--- src/rtl/bram_port_arbiter_pkg.sv ---
// Shared types for the BRAM port arbiter: FSM state encoding, master indices
// and the read-return tag carried through the read-latency pipeline.
package bram_port_arbiter_pkg;

   typedef enum logic [1:0] {
      ST_IDLE = 2'd0,
      ST_GNT0 = 2'd1,
      ST_GNT1 = 2'd2
   } arb_state_t;

   localparam logic M0 = 1'b0;
   localparam logic M1 = 1'b1;

   typedef struct packed {
      logic valid;
      logic master;
   } rd_tag_t;

   localparam rd_tag_t TAG_NONE = '{valid: 1'b0, master: 1'b0};

   function automatic arb_state_t gnt_state(input logic master);
      return master ? ST_GNT1 : ST_GNT0;
   endfunction

endpackage

--- src/rtl/bram_port_arbiter_rd_tag_pipe.sv ---
// Delays a {valid, master} tag by the BRAM read latency so the returning read
// data is flagged to whichever master issued the read, even after a handover.
module rd_tag_pipe
   import bram_port_arbiter_pkg::*;
#(
   parameter int RD_LATENCY = 1
) (
   input  logic clk,
   input  logic reset,
   input  logic push,
   input  logic push_master,
   output logic m0_rdvalid,
   output logic m1_rdvalid
);

   rd_tag_t stage_d [RD_LATENCY];
   rd_tag_t stage_q [RD_LATENCY];

   genvar gi;
   generate
      for (gi = 0; gi < RD_LATENCY; gi++) begin : g_stage
         if (gi == 0) begin : g_head
            assign stage_d[gi] = push ? rd_tag_t'{valid: 1'b1, master: push_master} : TAG_NONE;
         end else begin : g_link
            assign stage_d[gi] = stage_q[gi-1];
         end

         always_ff @(posedge clk) begin
            if (reset) begin
               stage_q[gi] <= TAG_NONE;
            end else begin
               stage_q[gi] <= stage_d[gi];
            end
         end
      end
   endgenerate

   assign m0_rdvalid = stage_q[RD_LATENCY-1].valid && (stage_q[RD_LATENCY-1].master == M0);
   assign m1_rdvalid = stage_q[RD_LATENCY-1].valid && (stage_q[RD_LATENCY-1].master == M1);

endmodule

--- src/rtl/bram_port_arbiter.sv ---
// Round-robin arbiter sharing one BRAM port between the host loader (m0) and
// the PE-array controller (m1), with a bounded burst lock and read-return steering.
module bram_port_arbiter
   import bram_port_arbiter_pkg::*;
#(
   parameter int BRAM_ADDR_WIDTH = 15,
   parameter int BRAM_DATA_WIDTH = 32,
   parameter int BRAM_WE_WIDTH   = 4,
   parameter int MAX_BURST       = 64,
   parameter int BURST_CNT_WIDTH = 7,
   parameter int RD_LATENCY      = 1
) (
   input  logic                       clk,
   input  logic                       reset,
   input  logic                       m0_req,
   input  logic [BRAM_ADDR_WIDTH-1:0] m0_addr,
   input  logic [BRAM_DATA_WIDTH-1:0] m0_wrdata,
   input  logic [BRAM_WE_WIDTH-1:0]   m0_we,
   output logic                       m0_gnt,
   output logic [BRAM_DATA_WIDTH-1:0] m0_rddata,
   output logic                       m0_rdvalid,
   input  logic                       m1_req,
   input  logic [BRAM_ADDR_WIDTH-1:0] m1_addr,
   input  logic [BRAM_DATA_WIDTH-1:0] m1_wrdata,
   input  logic [BRAM_WE_WIDTH-1:0]   m1_we,
   output logic                       m1_gnt,
   output logic [BRAM_DATA_WIDTH-1:0] m1_rddata,
   output logic                       m1_rdvalid,
   output logic [BRAM_ADDR_WIDTH-1:0] bram_addr,
   output logic [BRAM_DATA_WIDTH-1:0] bram_wrdata,
   output logic [BRAM_WE_WIDTH-1:0]   bram_we,
   output logic                       bram_en,
   input  logic [BRAM_DATA_WIDTH-1:0] bram_rddata
);

   localparam logic [BURST_CNT_WIDTH-1:0] MAX_CNT = BURST_CNT_WIDTH'(MAX_BURST);

   arb_state_t                 state_reg, state_next;
   logic                       last_gnt_reg, last_gnt_next;
   logic [BURST_CNT_WIDTH-1:0] cnt_reg, cnt_next, cnt_inc;
   logic [1:0]                 req_vec;
   logic                       own, other;

   assign req_vec = {m1_req, m0_req};
   assign own     = (state_reg == ST_GNT1);
   assign other   = ~own;
   assign m0_gnt  = (state_reg == ST_GNT0);
   assign m1_gnt  = (state_reg == ST_GNT1);

   // Saturates so a lone master can keep streaming past the burst limit.
   assign cnt_inc = (cnt_reg >= MAX_CNT) ? MAX_CNT : cnt_reg + 1'b1;

   always_ff @(posedge clk) begin
      if (reset) begin
         state_reg    <= ST_IDLE;
         last_gnt_reg <= M1;
         cnt_reg      <= '0;
      end else begin
         state_reg    <= state_next;
         last_gnt_reg <= last_gnt_next;
         cnt_reg      <= cnt_next;
      end
   end

   always_comb begin
      state_next    = state_reg;
      last_gnt_next = last_gnt_reg;
      cnt_next      = cnt_reg;
      case (state_reg)
         ST_IDLE: begin
            if (m0_req && (!m1_req || last_gnt_reg == M1)) begin
               state_next    = ST_GNT0;
               last_gnt_next = M0;
            end else if (m1_req) begin
               state_next    = ST_GNT1;
               last_gnt_next = M1;
            end
         end
         ST_GNT0, ST_GNT1: begin
            if (!req_vec[own]) begin
               cnt_next   = '0;
               state_next = req_vec[other] ? gnt_state(other) : ST_IDLE;
            end else if (cnt_inc == MAX_CNT && req_vec[other]) begin
               cnt_next      = '0;
               state_next    = gnt_state(other);
               last_gnt_next = own;
            end else begin
               cnt_next = cnt_inc;
            end
         end
         default: begin
            state_next = ST_IDLE;
            cnt_next   = '0;
         end
      endcase
   end

   // Only the granted master that is also requesting reaches the port.
   always_comb begin
      bram_en     = 1'b0;
      bram_addr   = '0;
      bram_wrdata = '0;
      bram_we     = '0;
      if (m0_gnt && m0_req) begin
         bram_en     = 1'b1;
         bram_addr   = m0_addr;
         bram_wrdata = m0_wrdata;
         bram_we     = m0_we;
      end else if (m1_gnt && m1_req) begin
         bram_en     = 1'b1;
         bram_addr   = m1_addr;
         bram_wrdata = m1_wrdata;
         bram_we     = m1_we;
      end
   end

   rd_tag_pipe #(
      .RD_LATENCY (RD_LATENCY)
   ) u_rd_tag_pipe (
      .clk         (clk),
      .reset       (reset),
      .push        (bram_en && (bram_we == '0)),
      .push_master (own),
      .m0_rdvalid  (m0_rdvalid),
      .m1_rdvalid  (m1_rdvalid)
   );

   assign m0_rddata = bram_rddata;
   assign m1_rddata = bram_rddata;

endmodule

--- config.mk ---
export PLATFORM = sky130hd
export DESIGN_NAME = bram_port_arbiter
export DESIGN_NICKNAME = d
export VERILOG_FILES = /design/src/rtl/bram_port_arbiter_pkg.sv /design/src/rtl/bram_port_arbiter_rd_tag_pipe.sv /design/src/rtl/bram_port_arbiter.sv
export SDC_FILE = /design/constraint.sdc
export NUM_CORES = 1
export LEC_CHECK = 0
export CAP_MARGIN = 20
export CORE_AREA = 2 2 100 102
export DETAILED_ROUTE_END_ITERATION = 10
export DIE_AREA = 0 0 102 104
export GPL_TIMING_DRIVEN = 0
export HOLD_SLACK_MARGIN = 0.1
export PLACE_DENSITY_LB_ADDON = 0.12
export SLEW_MARGIN = 30
export SYNTH_ARGS = -nofsm -noshare
export SYNTH_HDL_FRONTEND = slang
export SYNTH_SLANG_ARGS = --single-unit
export TNS_END_PERCENT = 10
--- constraint.sdc ---
create_clock -name clk -period 2.9 [get_ports clk]
set_input_delay 0.87 -clock clk [delete_from_list [all_inputs] [get_ports clk]]
set_output_delay 0.87 -clock clk [all_outputs]
set_load 0.02 [all_outputs]
After elaboration in Yosys (flattened, before gate mapping)
Memory sizes are Yosys's and may differ from the RTL's.
Index checks and enable logic that the tools add are counted.

storage, ports and cells
  bits in read-only memories = 0
  bits in latches = 0
  output and inout port bits = 120
  logic and storage cells = 67
  memories = 1
  bits in writable memories = 2
  bits in registers = 10

memories
  memory                 depth  bits a word  rd ports  clocked after memory_dff  write ports  RTL line                             text
  u_rd_tag_pipe.stage_q  1      2            1         0                         1            bram_port_arbiter_rd_tag_pipe.sv:17  rd_tag_t stage_q [RD_LATENCY];

cells by class
  divide/modulo/power cells = 0
  equal/unequal tests = 7
  shifts and indexed selects = 0
  multiplexer cells = 34
  reductions and logical operators = 16
  add/sub/neg operators = 1
  order comparisons = 3
  bitwise gates (word level) = 2
  $mul = 0

operators with widths
  operator             count
  $mux 32              2
  $mux 15              2
  $mux 7               3
  $mux 2               8
  $mux 1               14
  $pmux 7 s2           1
  $mux 4               2
  $add 7x1->7 const B  1
  $eq 7x7->1 const B   1
  $ge 7x7->1 const B   1
  $logic_and 1x1->1    7
  $ne 3x3->1 const B   2
  $logic_not 4->1      1
  $lt 1x2->1 const B   2
  $ne 2x2->1 const B   2
  $pmux 2 s2           1
  $reduce_and 4->1     1
  $reduce_or 2->1      2
  $eq 2x1->1 const B   1
  $eq 2x2->1 const B   1
  $logic_not 2->1      1
  $not 1->1            2
  $pmux 1 s2           1
  $reduce_and 2->1     1
  other kinds (3)      3

Depth between registers and ports, before layout
Gate-level depths: netlist of the first run.

  depth in word-level cells = 8
  mapped depth = 8
  mapped depth without buffers = 7

Cells and area by module
A second synthesis of the first run with hierarchy kept.

second synthesis, totals
  cell total of the unflattened synthesis = 228
  area total of the unflattened synthesis = 1814.2 sq um

modules (own cells, without submodules)
  module             area each (sq um)  seq. area each (sq um)  instances  cells each
  bram_port_arbiter  1742.9             200.2                   1          222
  rd_tag_pipe        71.3               40.0                    1          6

Least setup slack after synthesis of the first run
Ideal clock, no wire load.

  kind = input to output
  start point = input port m0_req
  end point = output port bram_addr[0]
  arrival = 1.958 ns
  data required time = 2.030 ns
  cell stages on the path = 6
  path slack = 0.072 ns
  path buffers = 3
  cell sequence = and2_1 > buf_4 > nor2_2 > buf_2 > buf_2 > a22o_1

between the ends
  longest elaborated chain between the ends = 2

ends and longest elaborated chain
  item               RTL line                  text
  start, declared    bram_port_arbiter.sv:15   input logic m0_req,
  $logic_and 1x1->1  bram_port_arbiter.sv:104  if (m0_gnt && m0_req) begin
  $mux 15            bram_port_arbiter.sv:104
  end, declared      bram_port_arbiter.sv:29   output logic [BRAM_ADDR_WIDTH-1:0] bram_addr,

No other way between the ends.

Final worst setup path of the first run
Same ends and word-level chain as after synthesis.

==> qor.json, run 1 <==
{
  "worst_setup_path": {
    "setup.reg_to_reg.worst_slack_ns": 0.88,
    "critPathMaxFanout": 8,
    "setup.worst_path.class": "primary input to primary output",
    "timing.critical_path.from_type": "primary input",
    "cpMaxStageDelayCell": "bufbuf_16",
    "max_stage_delay_ns": 0.26,
    "worst-endpoint-arrival_ns": 2.05,
    "reg2reg_from": "cnt_reg[0]$_SDFFE_PP0N_",
    "end_kind": "primary output",
    "rr_worst_depth": 7,
    "crit_chain": "buf_4 > and2_4 > nor2_4 > buf_6 > bufbuf_16 > a22o_1 > buf_6",
    "cp_data_required_time_ns": 2.03,
    "critical_path.most_common_cell": "buf_6",
    "crit-reg2reg-capture": "state_reg[1]$_SDFFE_PP0P_"
  },
  "timing": {
    "clock_skew_ns": 0.004420,
    "timing.max_slew.rel_slack": 0.6994,
    "fmax_mhz": 342.6,
    "timing_hold_violations_final": 0,
    "finalWorstSetupSlack_ns": -0.01926,
    "finalWorstPathRequiredPeriod_ns": 2.919,
    "fin_worst_hold_slack_ns": 0.5093,
    "totalNegativeSetupSlack_ns": -0.05713,
    "worst_slew_pin_slew_ns": 0.4508,
    "unrepaired_setup_endpoints_after_global_routing": "yes",
    "timing.final.max_slew_violations": 0,
    "final_setup_vio_count": 5,
    "post-route-period-util": 1.007
  },
  "route": {
    "routed_wire_length_per_instance_um": 17.01,
    "wl_um": 10240,
    "dr.pass1.iters": 4,
    "postRouteAntennaNets": 0,
    "vias": 2511,
    "post-route-drc-count": 0,
    "drt-vias-per-instance": 4.171,
    "detail_route.iter0.violations": 66
  },
  "grt": {
    "global_route_total_usage_across_every_layer": 0.1771,
    "largest_net_degree_at_the_start_of_global_routing": 11,
    "grt.overflow.total": 0,
    "antenna_violations_before_repair": 5,
    "first_global_vias": 2461,
    "grt_pass1_wl_um": 14220
  },
  "synthesis": {
    "synth_nets": 376,
    "ys_types": 37,
    "ys_seq_elements": 12,
    "synthesis.instances": 232,
    "synth.area.top_cells": "buf_4 (27%), a22o_1 (23%), dfxtp_1 (13%)",
    "yosys_warnings": 0,
    "synth_largest_type_area_fraction": 0.2712,
    "synth.largest_area_cell": "buf_4",
    "cell_area_after_synthesis_um2": 1827,
    "seq_area_frac_synth": 0.1315,
    "avgSynthCellArea_um2": 7.874
  },
  "final_layout": {
    "layout.cells.most_common_list": "clkdlybuf4s50_1 (170), buf_4 (75), a22o_1 (49), buf_2 (23), nor2_1 (16)",
    "post_route_cells_drive_above_1_share": 0.3147,
    "syn2layout_area_growth_pct": 134.3,
    "layout.cells.most_common": "clkdlybuf4s50_1",
    "largest_register_ff_count": 7,
    "layout.nets": 610,
    "final_design_area_excluding_fillers_um2": 4280
  },
  "job": {
    "timing.max_cap.violations": 0
  },
  "hold_path": {
    "worstHoldEndpoint": "cnt_reg[5]$_SDFFE_PP0N_",
    "number_of_cells_on_the_worst_hold_path": 2,
    "hold_path.startpoint": "cnt_reg[5]$_SDFFE_PP0N_",
    "holdCritPathClass": "register to register"
  },
  "floorplanning": {
    "fp-row-count": 36,
    "core-area_um2": 9549,
    "floorplan.die.height_um": 104,
    "initial_utilization": 0.1913,
    "floorplan.die_area_um2": 10610,
    "top_level_ports": 258,
    "floorplan.die.width_um": 102
  },
  "placement": {
    "placedInstanceArea_um2": 4235,
    "final_estimated_routing_congestion_in_global_placement": 0.7629,
    "port-buffer-count": 224,
    "post-dp-hpwl_um": 8997
  },
  "power_and_ir_drop": {
    "max-vdd-ir-drop_v": 0.0001803,
    "total_power_mw": 1.721,
    "cellLeakagePower_nw": 1.893,
    "pwr_density_cell_nw_per_um2": 402.1
  },
  "outcome": {
    "outcome": "finished, violations left",
    "failed_checks": "negative setup slack"
  },
  "clocking": {
    "htree_levels": 1,
    "clkTransAtPathRegs_ns": 0.06,
    "cts_root_buf": "clkbuf_8",
    "worst_skew_pair.late_latency_ns": 0.24,
    "holdBufCountCts": 0,
    "cts_buffers": 3,
    "cts_tree": "done",
    "clock_sink_count": 12,
    "cts_max_path_buffers": 2
  }
}
-- layer usage --
| layer | vias to the layer above | track usage | part of all wire |
|---|---|---|---|
| met4 | 2 | 0.01429 | 0.0022 |
| met1 | 1103 | 0.1982 | 0.39 |
| met3 | 4 | 0.09812 | 0.15 |
| li1 | 1244 | - | - |
| met2 | 158 | 0.3045 | 0.46 |
| met5 | - | 0 | 0.0011 |
-- synthesized netlist by cell type --
cell,count
mux2i_1,2
a2111oi_0,1
nor2_2,1
inv_1,7
o21ai_0,4
nor2b_1,2
nand2b_1,6
nor4_1,1
nor3_1,5
buf_2,7
nor3b_1,3
nand3_1,3
nand4bb_1,1
a31oi_1,2
and2b_1,1
nor4bb_1,1
a21o_1,1
ha_1,6
nand2_1,8
a21oi_1,5
mux2_4,1
dfxtp_1,12
clkbuf_8,1
clkbuf_1,5
o221ai_1,1
o21ai_2,1
buf_4,66
mux2_1,2
nor2_1,16
a22o_1,49
xnor2_1,1
and3_2,1
nand3_2,1
o31a_2,1
a22oi_1,4
and2_1,2
nor4_4,1
-- stage by stage --
step / std cells / util / setup slack [ns]
2_1_floorplan: 232 / - / 0.07228
3_3_place_gp: 589 / 0.4435 / -1.356
3_5_place_dp: 589 / 0.4435 / -1.338
4_1_cts: 595 / 0.4484 / -0.02177
5_1_grt: 597 / 0.4469 / -0.06732
6_report: 602 / 0.4482 / -0.01926
-- worst max path at each step --
stage	start	end	cells after the start
4_1_cts	m0_req	bram_addr[0]	7
3_5_place_dp	m0_req	bram_addr[12]	8
5_1_grt	m0_req	bram_addr[3]	7
2_1_floorplan	m0_req	bram_addr[0]	6
3_3_place_gp	m0_req	bram_addr[12]	8
6_report	m0_req	bram_addr[0]	7
-- critical path: cells and delay by family --
kind	cells	cell delay, ns
AOI/OAI and AO/OA	1	0.14
buffers and inverters	4	0.68
and+or+nand+nor	2	0.35
-- what timing repair did --
item | CTS | global route
gates cloned | 2 | 0
resized for setup | 201 | 29
pin swaps | 2 | 2
buffers inserted | 2 | 2
setup endpoints to repair | 52 | 32
-- final cells by class --
class	count	area, µm²
diodes	5	12.51
plain buffers	78	610.6
clock buffers	3	41.29
fillers	987	5269
inverters	7	26.28
multi-input cells	134	1015
flip-flops and latches	12	240.2
well taps	133	166.4
repair buffers	230	2168
-- report_power, final --
part           switching (mW)  internal [mW]
clock network          0.0633         0.0916
logic                   0.681          0.684
registers              0.0149          0.186
-- cell families (layout without fill, tap and decap cells) --
group,count (synthesis),in the layout,synth area share
buffers and inverters,86,318,0.3226
AND/OR/NAND/NOR,53,53,0.1616
other,0,5,0
AO/OA/AOI/OAI,69,69,0.3069
XOR/XNOR,1,1,0.004795
multiplexers,5,5,0.03150
adder cells (fa/ha/maj),6,6,0.04109
flip-flops,12,12,0.1315
Power figures use the tool's default switching activity.
==> run 2: changes to the inputs <==
- MAX_ROUTING_LAYER: default -> met4
==> qor.json, run 2 (synthesized netlist as in run 1, its figures left out) <==
{
  "outcome": {
    "outcome": {"value": "finished, violations left", "change": "unchanged"},
    "failed_checks": {"value": "negative setup slack", "change": "unchanged"}
  },
  "worst_setup_path": {
    "worst-endpoint-arrival": {"value": 2.04, "unit": "ns", "change": "was 2.05 ns"},
    "setup.worst_path.class": {"value": "primary input to primary output", "change": "unchanged"},
    "end_kind": {"value": "primary output", "change": "unchanged"},
    "critPathMaxFanout": {"value": 8, "change": "unchanged"},
    "cp_data_required_time": {"value": 2.03, "unit": "ns", "change": "about the same"},
    "timing.critical_path.from_type": {"value": "primary input", "change": "unchanged"}
  },
  "final_layout": {
    "post_route_cells_drive_above_1_share": {"value": 0.3147, "change": "unchanged"},
    "largest_register_ff_count": {"value": 7, "change": "unchanged"},
    "layout.cells.most_common": {"value": "clkdlybuf4s50_1", "change": "unchanged"},
    "syn2layout_area_growth": {"value": 134.5, "unit": "%", "change": "was 134.3%"},
    "layout.cells.most_common_list": {"value": "clkdlybuf4s50_1 (170), buf_4 (75), a22o_1 (49), buf_2 (23), nor2_1 (16)", "change": "unchanged"},
    "layout.nets": {"value": 610, "change": "unchanged"}
  },
  "grt": {
    "first_global_vias": {"value": 2467, "change": "was 2461"},
    "grt.overflow.total": {"value": 0, "change": "unchanged"},
    "global_route_total_usage_across_every_layer": {"value": 0.1819, "change": "was 0.1771"},
    "largest_net_degree_at_the_start_of_global_routing": {"value": 11, "change": "unchanged"},
    "grt_pass1_wl": {"value": 14200, "unit": "µm", "change": "was 14220 µm"},
    "antenna_violations_before_repair": {"value": 5, "change": "unchanged"}
  },
  "clocking": {
    "cts_tree": {"value": "done", "change": "unchanged"},
    "cts_max_path_buffers": {"value": 2, "change": "unchanged"},
    "worst_skew_pair.late_latency": {"value": 0.24, "unit": "ns", "change": "about the same"},
    "clkTransAtPathRegs": {"value": 0.06, "unit": "ns", "change": "about the same"},
    "cts_root_buf": {"value": "clkbuf_8", "change": "unchanged"},
    "htree_levels": {"value": 1, "change": "unchanged"},
    "clock_sink_count": {"value": 12, "change": "unchanged"},
    "cts_buffers": {"value": 3, "change": "unchanged"}
  },
  "timing": {
    "totalNegativeSetupSlack": {"value": -0.007428, "unit": "ns", "change": "was -0.05713 ns"},
    "timing_hold_violations_final": {"value": 0, "change": "unchanged"},
    "timing.final.max_slew_violations": {"value": 0, "change": "unchanged"},
    "timing.max_slew.rel_slack": {"value": 0.7006, "change": "was 0.6994"},
    "finalWorstSetupSlack": {"value": -0.006538, "unit": "ns", "change": "was -0.01926 ns"},
    "unrepaired_setup_endpoints_after_global_routing": {"value": "yes", "change": "unchanged"},
    "post-route-period-util": {"value": 1.002, "change": "was 1.007"},
    "final_setup_vio_count": {"value": 2, "change": "was 5"},
    "clock_skew": {"value": 0.003880, "unit": "ns", "change": "was 0.004420 ns"},
    "fin_worst_hold_slack": {"value": 0.5090, "unit": "ns", "change": "was 0.5093 ns"},
    "worst_slew_pin_slew": {"value": 0.4491, "unit": "ns", "change": "was 0.4508 ns"},
    "fmax": {"value": 344.1, "unit": "MHz", "change": "was 342.6 MHz"},
    "finalWorstPathRequiredPeriod": {"value": 2.907, "unit": "ns", "change": "was 2.919 ns"}
  },
  "power_and_ir_drop": {
    "total_power": {"value": 1.720, "unit": "mW", "change": "was 1.721 mW"},
    "max-vdd-ir-drop": {"value": 0.0001811, "unit": "V", "change": "was 0.0001803 V"},
    "cellLeakagePower": {"value": 1.893, "unit": "nW", "change": "unchanged"},
    "pwr_density_cell": {"value": 401.6, "unit": "nW/µm²", "change": "was 402.1 nW/µm²"}
  },
  "floorplanning": {
    "core-area": {"value": 9549, "unit": "µm²", "change": "unchanged"},
    "floorplan.die.width": {"value": 102, "unit": "µm", "change": "unchanged"},
    "floorplan.die.height": {"value": 104, "unit": "µm", "change": "unchanged"},
    "top_level_ports": {"value": 258, "change": "unchanged"},
    "floorplan.die_area": {"value": 10610, "unit": "µm²", "change": "unchanged"},
    "initial_utilization": {"value": 0.1913, "change": "unchanged"},
    "fp-row-count": {"value": 36, "change": "unchanged"}
  },
  "route": {
    "wl": {"value": 10220, "unit": "µm", "change": "was 10240 µm"},
    "post-route-drc-count": {"value": 0, "change": "unchanged"},
    "dr.pass1.iters": {"value": 4, "change": "unchanged"},
    "routed_wire_length_per_instance": {"value": 16.95, "unit": "µm", "change": "was 17.01 µm"},
    "postRouteAntennaNets": {"value": 0, "change": "unchanged"},
    "detail_route.iter0.violations": {"value": 65, "change": "was 66"},
    "vias": {"value": 2497, "change": "was 2511"},
    "drt-vias-per-instance": {"value": 4.141, "change": "was 4.171"}
  },
  "placement": {
    "post-dp-hpwl": {"value": 8997, "unit": "µm", "change": "unchanged"},
    "final_estimated_routing_congestion_in_global_placement": {"value": 0.7730, "change": "was 0.7629"},
    "port-buffer-count": {"value": 224, "change": "unchanged"},
    "dp_slack": {"value": -1.338, "unit": "ns", "change": "unchanged"}
  },
  "hold_path": {
    "holdCritPathClass": {"value": "register to register", "change": "unchanged"}
  },
  "job": {
    "timing.max_cap.violations": {"value": 0, "change": "unchanged"}
  }
}
==> run 2: changes by cell type in the layout (fill, tap and decap cells not counted), sizes merged <==
| cell | before | now |
|---|---|---|
| diode | 5 | 6 |
==> run 2: path summary, 6_finish.rpt <==
kind                                    end  slack (ns)                     from  cells after the start
setup / recovery               bram_addr[0]      -0.007                   m0_req                      7
hold / removal      cnt_reg[5]$_SDFFE_PP0N_        0.51  cnt_reg[5]$_SDFFE_PP0N_                      2
setup reg to reg  state_reg[1]$_SDFFE_PP0P_        0.87  cnt_reg[0]$_SDFFE_PP0N_                      7
hold reg to reg     cnt_reg[5]$_SDFFE_PP0N_        0.51  cnt_reg[5]$_SDFFE_PP0N_                      2
==> run 2: report_power, final <==
group          internal, mW  switching, mW
combinational         0.684          0.681
sequential            0.186         0.0149
clock                0.0916         0.0626
==> run 2: cell type report <==
class | instances | area, µm²
tap | 133 | 166.4
timing repair buffer | 230 | 2168
fill | 988 | 5266
inverter | 7 | 26.28
antenna | 6 | 15.01
buffer | 78 | 610.6
multi-input combinational | 134 | 1015
clock buffer | 3 | 41.29
sequential | 12 | 240.2
==> run 2: critical path: stages <==
cell	delay (ns)
buf_4	0.14
and2_4	0.17
nor2_4	0.17
buf_6	0.16
bufbuf_16	0.26
a22o_1	0.14
buf_6	0.12
==> run 2: metrics by stage <==
step	instances	instance area [µm²]	utilization
finish	603	4283	0.4485
global route	602	4280	0.4482
CTS	595	4282	0.4484
detailed placement	589	4235	0.4435
global placement	589	4235	0.4435
floorplan	232	1827	-
==> run 2: routing by layer <==
| layer | global-route usage | wire, µm | up-vias |
|---|---|---|---|
| met5 | - | 0 | - |
| met4 | 0.01429 | 23 | 0 |
| met3 | 0.08938 | 1403 | 2 |
| met2 | 0.3045 | 4713 | 154 |
| met1 | 0.2035 | 4080 | 1093 |
| li1 | - | - | 1248 |
==> run 2: repair_timing <==
| action | in CTS | in global routing |
|---|---|---|
| gates resized for setup | 201 | 29 |
| hold buffers | 0 | 0 |
| buffers inserted | 2 | 2 |
| pin swaps | 2 | 2 |
| setup endpoints to repair | 52 | 32 |
| cloned | 2 | 0 |
